`src/rtl/vram_pix_fetch_if.sv`:
```
// Purpose: bundles the line-control, VRAM display read port and pixel output of the fetch stage.
// Latency: none (wires only).
// Backpressure: none; pix_en is the only consumption signal, the VRAM port is fixed-latency.
interface vram_pix_fetch_if #(
  parameter int WORD  = 32,
  parameter int ADDRW = 14,
  parameter int BPP   = 4
);
  logic             frame_start;
  logic             line_start;
  logic             pix_en;
  logic [ADDRW-1:0] addr_base;
  logic [ADDRW-1:0] addr_disp;
  logic [WORD-1:0]  dout_disp;
  logic [BPP-1:0]   pix;
  logic             pix_valid;
  logic             underrun;

  // Timing/VRAM side: drives control and read data, observes address and pixels.
  modport master (
    output frame_start, line_start, pix_en, addr_base, dout_disp,
    input  addr_disp, pix, pix_valid, underrun
  );

  // Fetch stage side.
  modport slave (
    input  frame_start, line_start, pix_en, addr_base, dout_disp,
    output addr_disp, pix, pix_valid, underrun
  );
endinterface

```
`src/rtl/vram_pix_fetch.sv`:
```
// Purpose: prefetches one bitmap line from VRAM into a word FIFO and unpacks it into BPP-bit pixels.
// Latency: first pixel registered 4 cycles after line_start (read issue +1, 2-cycle VRAM, FIFO pop +1).
// Backpressure: reads issued only while FIFO occupancy plus in-flight reads < FIFO_DEPTH; pix_en drains.
// Option: VRAM_FETCH_LINE_DOUBLE_EN repeats every bitmap line twice (vertical 2x scale).
module vram_pix_fetch #(
  parameter int WORD       = 32,
  parameter int ADDRW      = 14,
  parameter int BPP        = 4,
  parameter int WIDTH      = 320,
  parameter int FIFO_DEPTH = 4
) (
  input logic               clk_pix,
  input logic               rst_pix_n,
  vram_pix_fetch_if.slave   bus
);

  localparam int LINE_WORDS = WIDTH * BPP / WORD;
  localparam int PPW        = WORD / BPP;
  localparam int CNTW       = $clog2(LINE_WORDS + 1);
  localparam int IDXW       = (PPW > 1) ? $clog2(PPW) : 1;
  localparam int PTRW       = $clog2(FIFO_DEPTH);
  localparam int CW         = $clog2(FIFO_DEPTH + 1);

  typedef enum logic [1:0] {IDLE, FETCH, DONE} fetch_state_t;

  fetch_state_t     state, state_nxt;

  logic [ADDRW-1:0] line_addr;
  logic [ADDRW-1:0] fetch_base;
  logic [ADDRW-1:0] addr_disp_q;
  logic             first_line;
  logic [CNTW-1:0]  issued;
  logic             rd_vld1, rd_vld2;

  logic [WORD-1:0]  fifo_mem [FIFO_DEPTH];
  logic [PTRW-1:0]  wr_ptr, rd_ptr;
  logic [CW-1:0]    fifo_cnt;
  logic [CW:0]      occ;

  logic [WORD-1:0]  sh_word;
  logic [IDXW-1:0]  pix_idx;
  logic [CNTW-1:0]  words_used;
  logic             line_active;
  logic [BPP-1:0]   pix_q;
  logic             pix_valid_q;
  logic             underrun_q;

  logic             issue, push, pop, consume, last_pix, words_left;
  logic             first_eff, advance;
  logic [ADDRW-1:0] base_src, next_base;

`ifdef VRAM_FETCH_LINE_DOUBLE_EN
  logic             hold_line;
  logic             hold_eff;
`endif

  // Line base selection: a same-cycle frame_start restarts from addr_base.
  always_comb begin
    base_src  = bus.frame_start ? bus.addr_base : line_addr;
    first_eff = bus.frame_start | first_line;
`ifdef VRAM_FETCH_LINE_DOUBLE_EN
    hold_eff  = !bus.frame_start && hold_line;
    advance   = !first_eff && !hold_eff;
`else
    advance   = !first_eff;
`endif
    next_base = advance ? base_src + ADDRW'(LINE_WORDS) : base_src;
  end

  // Credit check counts in-flight reads so the FIFO can never overflow.
  always_comb begin
    occ        = (CW+1)'(fifo_cnt) + (CW+1)'(rd_vld1) + (CW+1)'(rd_vld2);
    issue      = (state == FETCH) && !bus.line_start &&
                 (occ < (CW+1)'(FIFO_DEPTH)) && (issued != CNTW'(LINE_WORDS));
    push       = rd_vld2 && !bus.line_start;
    consume    = bus.pix_en && pix_valid_q;
    last_pix   = (pix_idx == IDXW'(PPW - 1));
    words_left = (words_used != CNTW'(LINE_WORDS));
    pop        = !bus.line_start && (fifo_cnt != '0) && words_left &&
                 (!pix_valid_q || (consume && last_pix));
  end

  // Fetcher state register.
  always_ff @(posedge clk_pix or negedge rst_pix_n) begin
    if (!rst_pix_n) state <= IDLE;
    else            state <= state_nxt;
  end

  // Fetcher next state: line_start always restarts the fetch.
  always_comb begin
    state_nxt = state;
    if (bus.line_start) begin
      state_nxt = FETCH;
    end else begin
      case (state)
        IDLE:    state_nxt = IDLE;
        FETCH:   if (issue && issued == CNTW'(LINE_WORDS - 1)) state_nxt = DONE;
        DONE:    state_nxt = DONE;
        default: state_nxt = IDLE;
      endcase
    end
  end

  // Line address tracking across frame_start / line_start.
  always_ff @(posedge clk_pix or negedge rst_pix_n) begin
    if (!rst_pix_n) begin
      line_addr  <= '0;
      fetch_base <= '0;
      first_line <= 1'b1;
`ifdef VRAM_FETCH_LINE_DOUBLE_EN
      hold_line  <= 1'b0;
`endif
    end else if (bus.line_start) begin
      line_addr  <= next_base;
      fetch_base <= next_base;
      first_line <= 1'b0;
`ifdef VRAM_FETCH_LINE_DOUBLE_EN
      hold_line  <= first_eff || !hold_eff;
`endif
    end else if (bus.frame_start) begin
      line_addr  <= bus.addr_base;
      first_line <= 1'b1;
`ifdef VRAM_FETCH_LINE_DOUBLE_EN
      hold_line  <= 1'b0;
`endif
    end
  end

  // Read issue and the 2-stage in-flight valid pipe; line_start drops stale reads.
  always_ff @(posedge clk_pix or negedge rst_pix_n) begin
    if (!rst_pix_n) begin
      issued      <= '0;
      addr_disp_q <= '0;
      rd_vld1     <= 1'b0;
      rd_vld2     <= 1'b0;
    end else if (bus.line_start) begin
      issued      <= '0;
      rd_vld1     <= 1'b0;
      rd_vld2     <= 1'b0;
    end else begin
      rd_vld1 <= issue;
      rd_vld2 <= rd_vld1;
      if (issue) begin
        addr_disp_q <= fetch_base + ADDRW'(issued);
        issued      <= issued + CNTW'(1);
      end
    end
  end

  // Prefetch FIFO storage (no reset needed; pointers qualify contents).
  always_ff @(posedge clk_pix) begin
    if (push) fifo_mem[wr_ptr] <= bus.dout_disp;
  end

  // Prefetch FIFO pointers and occupancy.
  always_ff @(posedge clk_pix or negedge rst_pix_n) begin
    if (!rst_pix_n) begin
      wr_ptr   <= '0;
      rd_ptr   <= '0;
      fifo_cnt <= '0;
    end else if (bus.line_start) begin
      wr_ptr   <= '0;
      rd_ptr   <= '0;
      fifo_cnt <= '0;
    end else begin
      if (push) wr_ptr <= wr_ptr + PTRW'(1);
      if (pop)  rd_ptr <= rd_ptr + PTRW'(1);
      fifo_cnt <= fifo_cnt + CW'(push) - CW'(pop);
    end
  end

  // Unpacker: little-endian pixels, next word popped on the last pixel for gapless output.
  always_ff @(posedge clk_pix or negedge rst_pix_n) begin
    if (!rst_pix_n) begin
      sh_word     <= '0;
      pix_idx     <= '0;
      words_used  <= '0;
      pix_q       <= '0;
      pix_valid_q <= 1'b0;
    end else if (bus.line_start) begin
      sh_word     <= '0;
      pix_idx     <= '0;
      words_used  <= '0;
      pix_q       <= '0;
      pix_valid_q <= 1'b0;
    end else if (pop) begin
      pix_q       <= fifo_mem[rd_ptr][BPP-1:0];
      sh_word     <= fifo_mem[rd_ptr] >> BPP;
      pix_idx     <= '0;
      words_used  <= words_used + CNTW'(1);
      pix_valid_q <= 1'b1;
    end else if (consume) begin
      if (last_pix) begin
        pix_q       <= '0;
        pix_valid_q <= 1'b0;
      end else begin
        pix_q   <= sh_word[BPP-1:0];
        sh_word <= sh_word >> BPP;
        pix_idx <= pix_idx + IDXW'(1);
      end
    end
  end

  // Line activity window and sticky underrun flag.
  always_ff @(posedge clk_pix or negedge rst_pix_n) begin
    if (!rst_pix_n) begin
      line_active <= 1'b0;
      underrun_q  <= 1'b0;
    end else begin
      if (bus.line_start)
        line_active <= 1'b1;
      else if (consume && last_pix && !words_left)
        line_active <= 1'b0;

      if (bus.frame_start)
        underrun_q <= 1'b0;
      else if (bus.pix_en && !pix_valid_q && line_active && !bus.line_start)
        underrun_q <= 1'b1;
    end
  end

  assign bus.addr_disp = addr_disp_q;
  assign bus.pix       = pix_q;
  assign bus.pix_valid = pix_valid_q;
  assign bus.underrun  = underrun_q;

endmodule

```
`src/flat_wrapper.sv`:
```
// flat-port wrapper written by rule: the top's interface ports become plain ports
module vram_pix_fetch_flat 
#(
  parameter int WORD       = 32,
  parameter int ADDRW      = 14,
  parameter int BPP        = 4,
  parameter int WIDTH      = 320,
  parameter int FIFO_DEPTH = 4
)
  (clk_pix, rst_pix_n, bus_frame_start, bus_line_start, bus_pix_en, bus_addr_base, bus_dout_disp, bus_addr_disp, bus_pix, bus_pix_valid, bus_underrun);
  vram_pix_fetch_if #(.WORD(WORD), .ADDRW(ADDRW), .BPP(BPP)) bus_i ();
  input logic clk_pix;
  input logic rst_pix_n;
  input wire logic [$bits(bus_i.frame_start)-1:0] bus_frame_start;
  input wire logic [$bits(bus_i.line_start)-1:0] bus_line_start;
  input wire logic [$bits(bus_i.pix_en)-1:0] bus_pix_en;
  input wire logic [$bits(bus_i.addr_base)-1:0] bus_addr_base;
  input wire logic [$bits(bus_i.dout_disp)-1:0] bus_dout_disp;
  output wire logic [$bits(bus_i.addr_disp)-1:0] bus_addr_disp;
  output wire logic [$bits(bus_i.pix)-1:0] bus_pix;
  output wire logic [$bits(bus_i.pix_valid)-1:0] bus_pix_valid;
  output wire logic [$bits(bus_i.underrun)-1:0] bus_underrun;
  assign bus_i.frame_start = bus_frame_start;
  assign bus_i.line_start = bus_line_start;
  assign bus_i.pix_en = bus_pix_en;
  assign bus_i.addr_base = bus_addr_base;
  assign bus_i.dout_disp = bus_dout_disp;
  assign bus_addr_disp = bus_i.addr_disp;
  assign bus_pix = bus_i.pix;
  assign bus_pix_valid = bus_i.pix_valid;
  assign bus_underrun = bus_i.underrun;
  vram_pix_fetch #(.WORD(WORD), .ADDRW(ADDRW), .BPP(BPP), .WIDTH(WIDTH), .FIFO_DEPTH(FIFO_DEPTH)) u_core (.clk_pix(clk_pix), .rst_pix_n(rst_pix_n), .bus(bus_i));
endmodule
```
`config.mk`:
```
export PLATFORM = sky130hd
export DESIGN_NAME = vram_pix_fetch_flat
export DESIGN_NICKNAME = d
export VERILOG_FILES = /design/src/rtl/vram_pix_fetch_if.sv /design/src/rtl/vram_pix_fetch.sv /design/src/flat_wrapper.sv
export SDC_FILE = /design/constraint.sdc
export NUM_CORES = 1
export LEC_CHECK = 0
export ABC_CLOCK_PERIOD_IN_PS = 5300
export BUFFER_PORTS_ARGS = -buffer_cell sky130_fd_sc_hd__buf_4
export CAP_MARGIN = 20
export CELL_PAD_IN_SITES_DETAIL_PLACEMENT = 1
export CELL_PAD_IN_SITES_GLOBAL_PLACEMENT = 2
export CORE_MARGIN = 2
export CORE_UTILIZATION = 48
export CTS_BUF_LIST = sky130_fd_sc_hd__clkbuf_8
export DETAILED_ROUTE_END_ITERATION = 7
export PLACE_DENSITY_LB_ADDON = 0.1
export SETUP_SLACK_MARGIN = 0.3
export SYNTH_ARGS = -nofsm -noshare
export SYNTH_HDL_FRONTEND = slang
export SYNTH_SLANG_ARGS = --single-unit
```
`constraint.sdc`:
```
create_clock -name clk_pix -period 5.3 [get_ports clk_pix]
set_input_delay 1.325 -clock clk_pix [delete_from_list [all_inputs] [get_ports clk_pix]]
set_output_delay 1.325 -clock clk_pix [all_outputs]
set_load 0.005 [all_outputs]
```
; ---- After elaboration in Yosys (flattened, before gate mapping)
; Memory sizes are Yosys's and may differ from the RTL's.
; Cells that the tools add are included.
[word_totals]
ff_bits = 108
mem_bits_rw = 128
out_inout_bits = 20
wordCells = 112
n_memories = 1
[mem_list]
columns = name, depth, width, read_ports, rd_clocked_by_memory_dff, write_ports, line
row1 = u_core.fifo_mem, 4, 32, 1, 0, 1, vram_pix_fetch.sv:35  ; logic [WORD-1:0] fifo_mem [FIFO_DEPTH];
[classes]
add_sub_neg = 11
magnitude_cmp = 1
n_eq_ne = 8
n_mux = 41
n_bitwise = 2
reduce_logical = 30
[op_table]
columns = cell, n
row1 = 32-bit 2-to-1 mux, 4
row2 = 14-bit 2-to-1 mux, 3
row3 = 6-bit 2-to-1 mux, 4
row4 = 4-bit 2-to-1 mux, 4
row5 = 3-bit 2-to-1 mux, 5
row6 = 14-bit by 6-bit adder with 14-bit output, 1
row7 = 14-bit by 6-bit adder with 14-bit output (second input constant), 1
row8 = 1-bit logical AND, 14
row9 = 1-bit 2-to-1 mux, 14
row10 = 6-bit by 1-bit adder with 6-bit output (second input constant), 2
row11 = 2-bit 2-to-1 mux, 6
row12 = 6-bit != test (second input constant), 2
row13 = 2-bit nonzero test, 6
row14 = 3-bit nonzero test, 3
row15 = 6-bit equality test (second input constant), 1
row16 = 2-bit AND reduction, 3
row17 = 2-bit by 1-bit adder with 2-bit output (second input constant), 2
row18 = 3-bit by 1-bit adder with 4-bit output, 1
row19 = 4-bit by 1-bit adder with 4-bit output, 1
row20 = 4-bit by 3-bit less-than comparator with 1-bit output (second input constant), 1
row21 = 2-bit case mux with 2 select lines, 1
row22 = 3-bit by 1-bit adder with 3-bit output, 1
row23 = 3-bit by 1-bit adder with 3-bit output (second input constant), 1
row24 = 3-bit equality test (second input constant), 1
row25 = other kinds (9), 11

; ---- Logic depth before layout (Yosys ltp)
[depth]
depth_word = 9
depth_mapped = 11

; ---- Worst setup path after synthesis
; No wires, ideal clock.
[synth_path]
kind = input -> register
from = input bus_frame_start
to = register u_core.fetch_base[13]
setup_time_ns = 0.125
arrival_ns = 2.994
required_ns = 5.175
setup_slack_ns = 2.181
path_stages = 10
path_buffers = 2
cell_sequence = buf_2 > buf_2 > nand2_1 > o21ai_0 > ha_1 > nor2_1 > nor4_4 > nand3_1 > xor2_1 > mux2_2
[synth_between]
elab_chain_cells = 3
[synth_lines]
columns = element, line
row1 = start: declaration, flat_wrapper.sv:14  ; input wire logic [$bits(bus_i.frame_start)-1:0] bus_frame_start;
row2 = 14-bit 2-to-1 mux, --
row3 = 14-bit by 6-bit adder with 14-bit output, vram_pix_fetch.sv:67  ; next_base = advance ? base_src + ADDRW'(LINE_WORDS) : base_src;
row4 = 14-bit 2-to-1 mux *, vram_pix_fetch.sv:67
row5 = end signal: assignment, vram_pix_fetch.sv:115  ; fetch_base <= next_base;
row6 = end: declaration, vram_pix_fetch.sv:29  ; logic [ADDRW-1:0] fetch_base;
; Every way passes the cells marked *; elsewhere a longest branch is shown, timed or not.
; A chain may end at the register's enable or synchronous reset.

; ---- Worst setup path after layout
[layout_path]
from = input bus_pix_en
to = register u_core.fifo_cnt[2]
[layout_between]
elab_chain_cells = 6
[layout_lines]
columns = element, line
row1 = start: declaration, flat_wrapper.sv:16  ; input wire logic [$bits(bus_i.pix_en)-1:0] bus_pix_en;
row2 = 1-bit logical AND, vram_pix_fetch.sv:76  ; consume = bus.pix_en && pix_valid_q;
row3 = 1-bit logical AND, vram_pix_fetch.sv:80  ; (!pix_valid_q || (consume && last_pix));
row4 = 1-bit logical OR, vram_pix_fetch.sv:80
row5 = 1-bit logical AND, vram_pix_fetch.sv:79  ; pop = !bus.line_start && (fifo_cnt != '0) && words_left &&
row6 = 3-bit by 1-bit subtractor with 3-bit output, vram_pix_fetch.sv:168  ; fifo_cnt <= fifo_cnt + CW'(push) - CW'(pop);
row7 = 3-bit 2-to-1 mux, vram_pix_fetch.sv:161  ; end else if (bus.line_start) begin
row8 = end signal: assignment, vram_pix_fetch.sv:168
row9 = end: declaration, vram_pix_fetch.sv:37  ; logic [CW-1:0] fifo_cnt;
; No other way between the ends.

==> results summary <==
Data arrives at the worst endpoint at 3.37 ns. The setup TNS is 0 ns. Ranked by total cell area, the synthesized netlist is headed by edfxtp_1 (38%), dfrtp_1 (26%), mux4_2 (7.2%).

STA classifies the critical path startpoint as an input pin. The dominant synthesized flop cell is edfxtp_1. The row count came out at 52. The final number of hold-violating endpoints came to 0.

The clock latency at the later pin of the worst-skew pair came out at around 0.53 ns. The root buffer cell chosen for the clock tree is clkbuf_8. The number of cells produced by synthesis came out at 713. The average vias per placed instance came out at 5.54. The number of global-route vias before repair is 6771. The setup slack of the most critical reg-to-reg path came out at 2.42 ns. The worst path meets setup with 2.32 ns of slack. The fraction of final layout cells with drive strength greater than 1 came out at 23.2%.

The deepest clock path buffer count is 3. The number of flops mapped to enable cells by yosys is 128. The time the final worst path needs with I/O delays and setup is 2.98 ns.

The total number of vias is 6079. The total half-perimeter wirelength after legalization and detailed placement is 13900 um. In this run the cell area measured after placement is between 0.01 and 0.015 sq mm. The number of CTS-inserted buffers came out at 39. The number of flip-flops and latches in the synthesized netlist came out at between 200 and 250.

The kind of capture point of the worst setup path is a flip-flop. Headroom to the max-slew limit came out at 34.5%. The run finished with clean final reports. Setup repair after global routing left no endpoint under its margin. By startpoint and endpoint, the worst setup path is classified as in2reg. A synthesized cell averages 14.1 sq um. The final worst-path cycle share came out at 56.2%. The number of placed instances, taps included is 1025.

The count of nets left with antenna violations once routing finished came out at 0. The die outline area came out at 0.0221 sq mm. The level count of the clock H-tree came out at 2. The number of setup buffers added after CTS is 0. The remaining global-route overflow came out at 0. The TritonCTS clock tree is done. Summed over all layers, the routed wires come to 21600 um.

The fraction of the yosys area taken by sequential cells is 64.2%. The max-slew violation count is 0. The number of violations reported at the end of detailed-routing iteration 0 is 245.

The routed wirelength normalized by instance count came out at 19.7 um. The overall global routing resource usage is 20.6%. Power spread over the standard cell area amounts to about 430 mW/mm^2. Between clock sinks in the finished design, the worst skew comes to roughly 0.013 ns.

The share of synthesized flip-flops with an asynchronous set or reset came out at 44.8%. The min-delay analysis places its worst path in the category reg2reg. In the routed design, unresolved DRC markers number 0. Once the floorplan was initialized, standard cells occupied 49.3% of the core. Counting every sink on the clock net gives 232. The number of maximum-capacitance constraint violations is 0. The pre-antenna-repair detailed-routing pass consisted of 6 iterations. At the end of the flow the core is filled with cells to 56.8%.

The antenna cell count came out at 0. The post-cts gate resize count came out at 0. Along the worst path, the maximum fanout reaches 35. The final net count is 870. The maximum number of pins on one net before global-route repair is 76. The number of antenna violations at the first check in global routing was 0. The first global-routing pass estimated between 30000 and 40000 um of wire. The total of hold buffers inserted after clock tree synthesis came out at 0. The static leakage power is 4.51 nW. The die extent in y came out at approximately 150 um. The mapped netlist covers about 0.01 sq mm. The fraction of synthesized cell area taken by the top area cell type came out at 38.3%. Before CTS, the worst setup slack after placement is around 1.8 ns.

The net count of the mapped netlist is slightly below 800. 71 I/O pins were placed. The x dimension of the die is 149 um. For this run, the number of Yosys warnings is 0. The slew at the pin with the worst max-slew slack is 0.982 ns. The final cell count without fillers is 1097. edfxtp_1 takes more of the synthesized area than any other cell. The netlist uses 60 different library cells. The final design instance area without fill is ~0.012 sq mm. Setup violations remaining at the end of the flow were counted as 0. VDD sags by at most ~280 uV. The clock transition at the registers of the reported paths is around 0.06 ns. In this run the standard cell core region covers 0.0204 sq mm. The fmax is 0.336 GHz. At the end of routability-driven placement, the weighted congestion stood at 0.761. The layout overhead on the synthesized area came out at 15.2%. The number of port buffers came out at 70. At the worst endpoint, the required time is 5.69 ns.
## area by class of cell
cell class	instances	area, sq um
Fill cell	2001	8800
Sequential cell	232	6450
Multi-Input combinational cell	417	3320
Clock buffer	48	661
Timing Repair Buffer	80	601
Tap cell	270	338
Clock inverter	24	103
Inverter	26	97.6
## per-layer routing
layer	global-route usage (%)	up-vias	part of all wire, %
li1	-	2828	-
met1	25.6	3107	43
met2	37.3	116	52
met4	6.62	0	1.8
met5	0	-	0
met3	3.07	28	3.2
## registers in the layout, indices dropped and copies added, names as in the netlist, 4 cells and up
name,cells
u_core.fifo_mem,128
u_core.sh_word,28
u_core.bus.addr_disp,14
u_core.fetch_base,14
u_core.line_addr,14
u_core.issued,6
u_core.words_used,6
u_core.bus.pix,4
## cells by family (layout without fill, tap and decap cells)
group,Yosys count,in the layout,synth area share [%]
AO/OA/AOI/OAI,116,116,7.63
XOR/XNOR,36,36,3.14
adder cells (fa/ha/maj),23,23,3.02
buffers and inverters,64,178,2.72
flip-flops,232,232,64.2
multiplexers,66,66,10.8
AND/OR/NAND/NOR,176,176,8.52
## final timing paths
check,cells past startpoint,startpoint,to
min in group asynchronous,1,rst_pix_n,u_core.state[0]
max reg2reg,12,u_core.pix_idx[0],u_core.fifo_cnt[2]
max in group asynchronous,2,rst_pix_n,u_core.fetch_base[11]
max,11,bus_pix_en,u_core.fifo_cnt[2]
min,2,u_core.bus.addr_disp[5],u_core.bus.addr_disp[5]
min reg2reg,2,u_core.bus.addr_disp[5],u_core.bus.addr_disp[5]
## power by group
group | switching [W] | leakage [nW] | total (W) | internal, W
Combinational | 0.000576 | 1.62 | 0.00107 | 0.000497
Sequential | 0.000192 | 2.46 | 0.00233 | 0.00214
Clock | 0.000702 | 0.429 | 0.00152 | 0.000821
## synth_stat cells, types with 3 or more instances
library cell  instances
ha_1                 21
a31oi_1               3
o22ai_1              19
a211oi_1              9
mux4_2               32
inv_1                25
nand4_1               3
o21a_1                6
or3_1                 5
nor3_1               27
edfxtp_1            128
a22oi_1               4
dfrtp_1             103
a21oi_1              14
xor2_1               20
a21o_1                3
o31ai_1               5
and2_1                5
nor2_1               52
nand2b_1              6
o21ai_0              18
o21ai_1              14
mux2i_1              19
nand4b_1              3
nand2_1              42
o211ai_1              4
nand3_1              14
buf_1                 4
xnor2_1              16
mux2_2               14
nor2b_1               9
clkbuf_1             12
buf_2                20
## worst max-delay path, cell delays in order
cell,delay (ns)
buf_4,0.11
a21bo_2,0.16
o211ai_2,0.08
buf_4,0.26
nor2_2,0.37
xor2_1,0.23
ha_1,0.17
inv_1,0.05
fa_1,0.38
xnor2_1,0.17
nor2_1,0.05
## cell usage in the layout (no fill, tap or decap), types with 9 or more instances in the layout
cell	n
inv_1	35
xor2_1	20
xnor2_1	16
a211oi_1	9
edfxtp_1	128
dfrtp_1	101
mux2_2	14
nand3_1	14
mux2i_1	19
mux4_2	32
nor2b_1	9
o22ai_1	19
ha_1	21
nor2_1	52
buf_4	80
clkinv_1	9
o21ai_1	14
a21oi_1	14
nor3_1	27
nand2_1	42
o21ai_0	18
clkbuf_8	48
## metrics by stage
stage,total power [W],hold slack [ns]
final,0.00493,0.476
after global routing,0.00522,0.509
after CTS,0.00500,0.485
after detailed placement,0.00346,0.471
after global placement,0.00338,0.463
after floorplan,0.00306,0.455
No activity file was read; power rests on OpenSTA's default activity.
